===== src/rtl/serial_link_pkg.sv =====
// serial_link_pkg: frame constants and transmitter state encoding shared by both ends of the serial link
package serial_link_pkg;
    typedef enum logic [2:0] {ST_IDLE, ST_START, ST_DATA, ST_PARITY, ST_STOP, ST_TRAIN} state_t;
    localparam logic START_BIT = 1'b0;
    localparam logic STOP_BIT = 1'b1;
    localparam logic IDLE_LEVEL = 1'b1;
    localparam int DATA_BITS = 8;
endpackage


===== src/rtl/sync_fifo.sv =====
// sync_fifo: show-ahead synchronous FIFO with full/empty flags
module sync_fifo #(
    parameter int WIDTH = 8,
    parameter int DEPTH = 4
) (
    input  logic             clk,
    input  logic             rst,
    input  logic             push,
    input  logic [WIDTH-1:0] din,
    input  logic             pop,
    output logic [WIDTH-1:0] dout,
    output logic             full,
    output logic             empty
);
    localparam int AW = $clog2(DEPTH);
    logic [WIDTH-1:0] mem [DEPTH];
    logic [AW:0] wr_ptr, rd_ptr;
    assign empty = wr_ptr == rd_ptr;
    assign full = (wr_ptr[AW] != rd_ptr[AW]) && (wr_ptr[AW-1:0] == rd_ptr[AW-1:0]);
    assign dout = mem[rd_ptr[AW-1:0]];
    always_ff @(posedge clk) begin
        if (push && !full) mem[wr_ptr[AW-1:0]] <= din;
    end
    always_ff @(posedge clk) begin
        if (rst) begin
            wr_ptr <= '0;
            rd_ptr <= '0;
        end else begin
            if (push && !full) wr_ptr <= wr_ptr + 1'b1;
            if (pop && !empty) rd_ptr <= rd_ptr + 1'b1;
        end
    end
endmodule


===== src/rtl/serial_frame_tx.sv =====
// serial_frame_tx: buffered byte stream to NRZ start/data/parity/stop frames, with a 1010 training mode
module serial_frame_tx import serial_link_pkg::*; #(
    parameter int CLKS_PER_BIT = 4,
    parameter int FIFO_DEPTH = 4,
    parameter bit PARITY_EN = 1'b1
) (
    input  logic       clk,
    input  logic       rst,
    input  logic [7:0] s_tdata,
    input  logic       s_tvalid,
    output logic       s_tready,
    input  logic       train,
    output logic       serial_out,
    output logic       busy
);
    localparam int CW = $clog2(CLKS_PER_BIT);
    state_t state, state_n;
    logic [CW-1:0] baud_cnt;
    logic [2:0] bit_cnt;
    logic [7:0] shreg, fifo_dout;
    logic par, trn_lvl, full, empty, pop, bit_end, line_d;
    assign s_tready = !rst && !full;
    assign bit_end = baud_cnt == CW'(CLKS_PER_BIT - 1);
    assign busy = (state != ST_IDLE) || !empty;
    sync_fifo #(.WIDTH(8), .DEPTH(FIFO_DEPTH)) u_fifo (
        .clk(clk),
        .rst(rst),
        .push(s_tvalid && s_tready),
        .din(s_tdata),
        .pop(pop),
        .dout(fifo_dout),
        .full(full),
        .empty(empty)
    );
    always_comb begin
        state_n = state;
        pop = 1'b0;
        line_d = IDLE_LEVEL;
        case (state)
            ST_IDLE: begin
                state_n = train ? ST_TRAIN : (!empty ? ST_START : ST_IDLE);
                pop = !train && !empty;
            end
            ST_START: begin
                line_d = START_BIT;
                state_n = bit_end ? ST_DATA : ST_START;
            end
            ST_DATA: begin
                line_d = shreg[7];
                if (bit_end && bit_cnt == 3'(DATA_BITS - 1)) state_n = PARITY_EN ? ST_PARITY : ST_STOP;
            end
            ST_PARITY: begin
                line_d = par;
                state_n = bit_end ? ST_STOP : ST_PARITY;
            end
            ST_STOP: begin
                line_d = STOP_BIT;
                pop = bit_end && !empty && !train;
                state_n = pop ? ST_START : (bit_end ? ST_IDLE : ST_STOP);
            end
            ST_TRAIN: begin
                line_d = trn_lvl;
                state_n = (bit_end && !train && trn_lvl) ? ST_IDLE : ST_TRAIN;
            end
            default: state_n = ST_IDLE;
        endcase
    end
    // The line is registered from the current state, so it trails the FSM by one clock.
    always_ff @(posedge clk) begin
        if (rst) begin
            state <= ST_IDLE;
            baud_cnt <= '0;
            bit_cnt <= '0;
            shreg <= '0;
            par <= 1'b0;
            trn_lvl <= 1'b0;
            serial_out <= IDLE_LEVEL;
        end else begin
            state <= state_n;
            serial_out <= line_d;
            baud_cnt <= (state_n != state || bit_end || state == ST_IDLE) ? '0 : baud_cnt + 1'b1;
            trn_lvl <= (state != ST_TRAIN) ? 1'b0 : (bit_end ? !trn_lvl : trn_lvl);
            if (pop) begin
                shreg <= fifo_dout;
                par <= ^fifo_dout;
            end else if (state == ST_DATA && bit_end) begin
                shreg <= {shreg[6:0], 1'b0};
                bit_cnt <= bit_cnt + 1'b1;
            end
        end
    end
endmodule


===== config.mk =====
export PLATFORM = sky130hd
export DESIGN_NAME = serial_frame_tx
export DESIGN_NICKNAME = d
export VERILOG_FILES = /design/src/rtl/serial_link_pkg.sv /design/src/rtl/sync_fifo.sv /design/src/rtl/serial_frame_tx.sv
export SDC_FILE = /design/constraint.sdc
export NUM_CORES = 1
export LEC_CHECK = 0
export CAP_MARGIN = 10
export CORE_UTILIZATION = 26
export CTS_CLUSTER_DIAMETER = 30
export DETAILED_ROUTE_END_ITERATION = 16
export PLACE_DENSITY_LB_ADDON = 0.2
export SKIP_CTS_REPAIR_TIMING = 1
export SYNTH_ARGS = -nofsm -noshare
export SYNTH_HDL_FRONTEND = slang
export SYNTH_SLANG_ARGS = --single-unit

===== constraint.sdc =====
create_clock -name clk -period 3.3 [get_ports clk]
set_input_delay 0.825 -clock clk [delete_from_list [all_inputs] [get_ports clk]]
set_output_delay 0.825 -clock clk [all_outputs]
set_load 0.01 [all_outputs]

==> impl_metrics.env <==
export IMPL_postLayoutCellArea_mm2=0.00297
export IMPL_cpMaxStageDelayCell="sky130_fd_sc_hd__clkdlybuf4s50_1"
export IMPL_power_leakage_nw=0.963
export IMPL_fin_crit_ns=2.80
export IMPL_floorplan_die_height_um=101
export IMPL_crit_path_start_kind="input port"
export IMPL_power_per_cell_area_mw_per_mm2=566
export IMPL_drt_pre_antenna_iters=4
export IMPL_tritoncts_clock_tree="built"
export IMPL_place_detailed_hpwl_um=2890
export IMPL_synth_common_cells="32 x sky130_fd_sc_hd__edfxtp_1, 27 x sky130_fd_sc_hd__dfxtp_1, 16 x sky130_fd_sc_hd__a21oi_1"
export IMPL_crit_path_frequent_cell="sky130_fd_sc_hd__clkdlybuf4s50_1"
export IMPL_via_count=1447
export IMPL_setup_viol=0
export IMPL_maxCapViolCount=0
export IMPL_cts_inserted_buffers=9
export IMPL_netlist_area_mm2=0.00253
export IMPL_starting_density_of_the_core=0.271
export IMPL_finalClockSkew_ns=0.00730
export IMPL_die_x_um=101
export IMPL_rows=35
export IMPL_grt_pass1_vias=1422
export IMPL_use_met2=0.157
export IMPL_worstHoldPathType="reg -> reg"
export IMPL_hold_path_cell_count=1
export IMPL_total_wirelength_of_the_detailed_routed_design_um=4310
export IMPL_whs_endpoint="baud_cnt[0]"
export IMPL_n_antenna_cell=0
export IMPL_drt_iter0_drc=37
export IMPL_synthMostInstantiatedCell="sky130_fd_sc_hd__edfxtp_1"
export IMPL_tightestPinTransition_ns=0.590
export IMPL_critPathCaptureType="output pin"
export IMPL_cts_reportedPaths_clkPinSlew_ns=0.07
export IMPL_vias_per_cell=4.21
export IMPL_io_pins=15
export IMPL_ff2ff_setup_slack_ns=1.23
export IMPL_post_synth_num_cell_types=36
export IMPL_sequential_share_of_the_synthesized_area=0.594
export IMPL_power_total_w=0.00168
export IMPL_timing_worst_setup_path_type="in -> out"
export IMPL_clock_tree_htree_level_count=3
export IMPL_critical_path_reg2reg_endpoint="par"
export IMPL_core_mm2=0.00933
export IMPL_synth_async_reset_ratio=0
export IMPL_syn_inst=194
export IMPL_wire_length_per_cell_after_detailed_routing_um=12.5
export IMPL_postRouteAntennaNets=0
export IMPL_path_cells="clkdlybuf4s50_1 > a31oi_1 > clkdlybuf4s50_1"
export IMPL_synthDominantCellAreaShare=0.380
export IMPL_nNetsFinal=230
export IMPL_clkSinkCount=59
export IMPL_post_synth_top_area_cell="sky130_fd_sc_hd__edfxtp_1"
export IMPL_wire_length_of_the_first_global_routing_pass_um=7290
export IMPL_cp_required_ns=2.47
export IMPL_synth_main_ff_cell="sky130_fd_sc_hd__edfxtp_1"
export IMPL_worstPathArrival_ns=1.97
export IMPL_area_contributors_post_synth="sky130_fd_sc_hd__edfxtp_1 38%, sky130_fd_sc_hd__dfxtp_1 21%, sky130_fd_sc_hd__mux4_2 7.1%, sky130_fd_sc_hd__xnor2_1 4.5%, sky130_fd_sc_hd__ha_1 4.0%"
export IMPL_areaGrowthSynthToFinish_pct=17.7
export IMPL_mappedNetlistNets=214
export IMPL_placed_cell_area_mm2=0.00278
export IMPL_hold_start="baud_cnt[0]"
export IMPL_maximum_number_of_pins_on_one_net_before_global_route_repair=17
export IMPL_post_route_cells_drive_above_1_share=0.149
export IMPL_timing_critical_path_slowest_cell_delay_ns=0.55
export IMPL_syn_avg_cell_area_um2=13.0
export IMPL_port_buffer_count=14
export IMPL_worst_r2r_path_depth=5
export IMPL_grt_antenna_before_repair=0
export IMPL_groute_usage_overall=0.0986
export IMPL_globalRouteMet1Util=0.116
export IMPL_post_route_drc_violation_count=0
export IMPL_worst_slew_margin_rel=0.607
export IMPL_synth_ff_latch_count=59
export IMPL_cts_root_buffer_cell="sky130_fd_sc_hd__clkbuf_8"
export IMPL_totalNegativeSetupSlack_ns=0
export IMPL_fin_crit_sh=0.848
export IMPL_gpl_final_weighted_congestion=0.670
export IMPL_synth_enable_flop_cells=32
export IMPL_grt_remaining_overflow=0
export IMPL_die_ar_mm2=0.0101
export IMPL_worst_path_max_fanout=3
export IMPL_rsz0062_at_grt="no"
export IMPL_fillers=955
export IMPL_max_freq_mhz=357
export IMPL_run_status="completed"
export IMPL_gr_max_usage_layer="met2"
export IMPL_power_ir_vdd_worst_v=0.000230
export IMPL_slew_viols_final=0
export IMPL_ctsLongestPathBuffers=2
export IMPL_yosys_warnings=0
export IMPL_final_hold_violation_count=0
export IMPL_grt_use_met3=0.0395
export IMPL_clock_insertion_delay_worst_skew_ns=0.33
how the worst max path moves through the flow:
stage          cells after the start          endpoint  slack [ns]  from
2_1_floorplan                      3          s_tready        0.99   rst
3_3_place_gp                       4  u_fifo.mem[3][5]        0.49   rst
3_5_place_dp                       4  u_fifo.mem[3][5]        0.47   rst
4_1_cts                            3          s_tready        0.49   rst
5_1_grt                            3          s_tready        0.44   rst
6_report                           3          s_tready        0.50   rst
kinds of logic (layout without fill, tap and decap cells):
family,Yosys count,in the layout,share of synthesized area
flip-flops,59,59,0.594
AND/OR/NAND/NOR,48,48,0.0911
AO/OA/AOI/OAI,33,33,0.0882
XOR/XNOR,18,18,0.0684
buffers and inverters,17,38,0.0352
multiplexers,11,11,0.0832
adder cells (fa/ha/maj),8,8,0.0396
final cells by class:
type / instances / area, um2 / area share
multi-input cells: 118 / 936 / 0.315
repair buffers: 17 / 163 / 0.0547
clock buffers: 9 / 124 / 0.0417
clock inverters: 7 / 68.8 / 0.0231
well taps: 129 / 161 / 0.0543
inverters: 5 / 18.8 / 0.00631
flip-flops and latches: 59 / 1500 / 0.505
power by group:
part	switching (W)	internal [W]	total, W	leakage [nW]
Combinational	0.0000984	0.000110	0.000208	0.356
Clock	0.000282	0.000345	0.000627	0.0966
Sequential	0.0000386	0.000809	0.000848	0.510
per-stage QoR:
| stage | utilization | setup slack (ns) | hold slack [ns] | std cells |
|---|---|---|---|---|
| global placement | 0.298 | 0.486 | 0.417 | 328 |
| detailed placement | 0.298 | 0.466 | 0.410 | 328 |
| CTS | 0.319 | 0.486 | 0.427 | 344 |
| global route | 0.319 | 0.437 | 0.455 | 344 |
| finish | 0.319 | 0.501 | 0.426 | 344 |
| floorplan | - | 0.986 | 0.398 | 194 |
cells in the final DEF, fill, tap and decap left out, drive strengths merged:
master         count
dfxtp             27
nand2             12
a211oi             1
and2               6
a311oi             2
nor2              16
or3b               1
xor2               3
xnor2             15
buf                3
edfxtp            32
mux2i              3
nor3               4
ha                 8
nor2b              2
clkinv             5
o21ai              2
o31ai              1
nand4              1
a21oi             16
clkbuf             9
mux4               8
a31oi              2
clkdlybuf4s50     14
nand3              4
a22oi              7
inv                5
nand4bb            1
bufinv             1
a221oi             1
a2111oi            1
nand2b             1
clkinvlp           1
state kept, by name, summed over array words and instances (netlist names), named ones only:
register       flops
serial_out         1
par                1
u_fifo.rd_ptr      3
u_fifo.mem        32
shreg              8
trn_lvl            1
bit_cnt            3
baud_cnt           2
u_fifo.wr_ptr      3
state              3
metal layers:
layer  vias up  share of wire  routed length, um
li1        739              -                  -
met1       681           0.47               2010
met2        23           0.48               2080
met3         4          0.041                178
met4         0          0.011                 46
met5         -              0                  0
worst max-delay path: cells and delay by family:
| kind | cells | cell delay [ns] |
|---|---|---|
| buffers and inverters | 2 | 0.99 |
| AO/OA/AOI/OAI | 1 | 0.16 |
No activity file was read; power rests on OpenSTA's default activity.
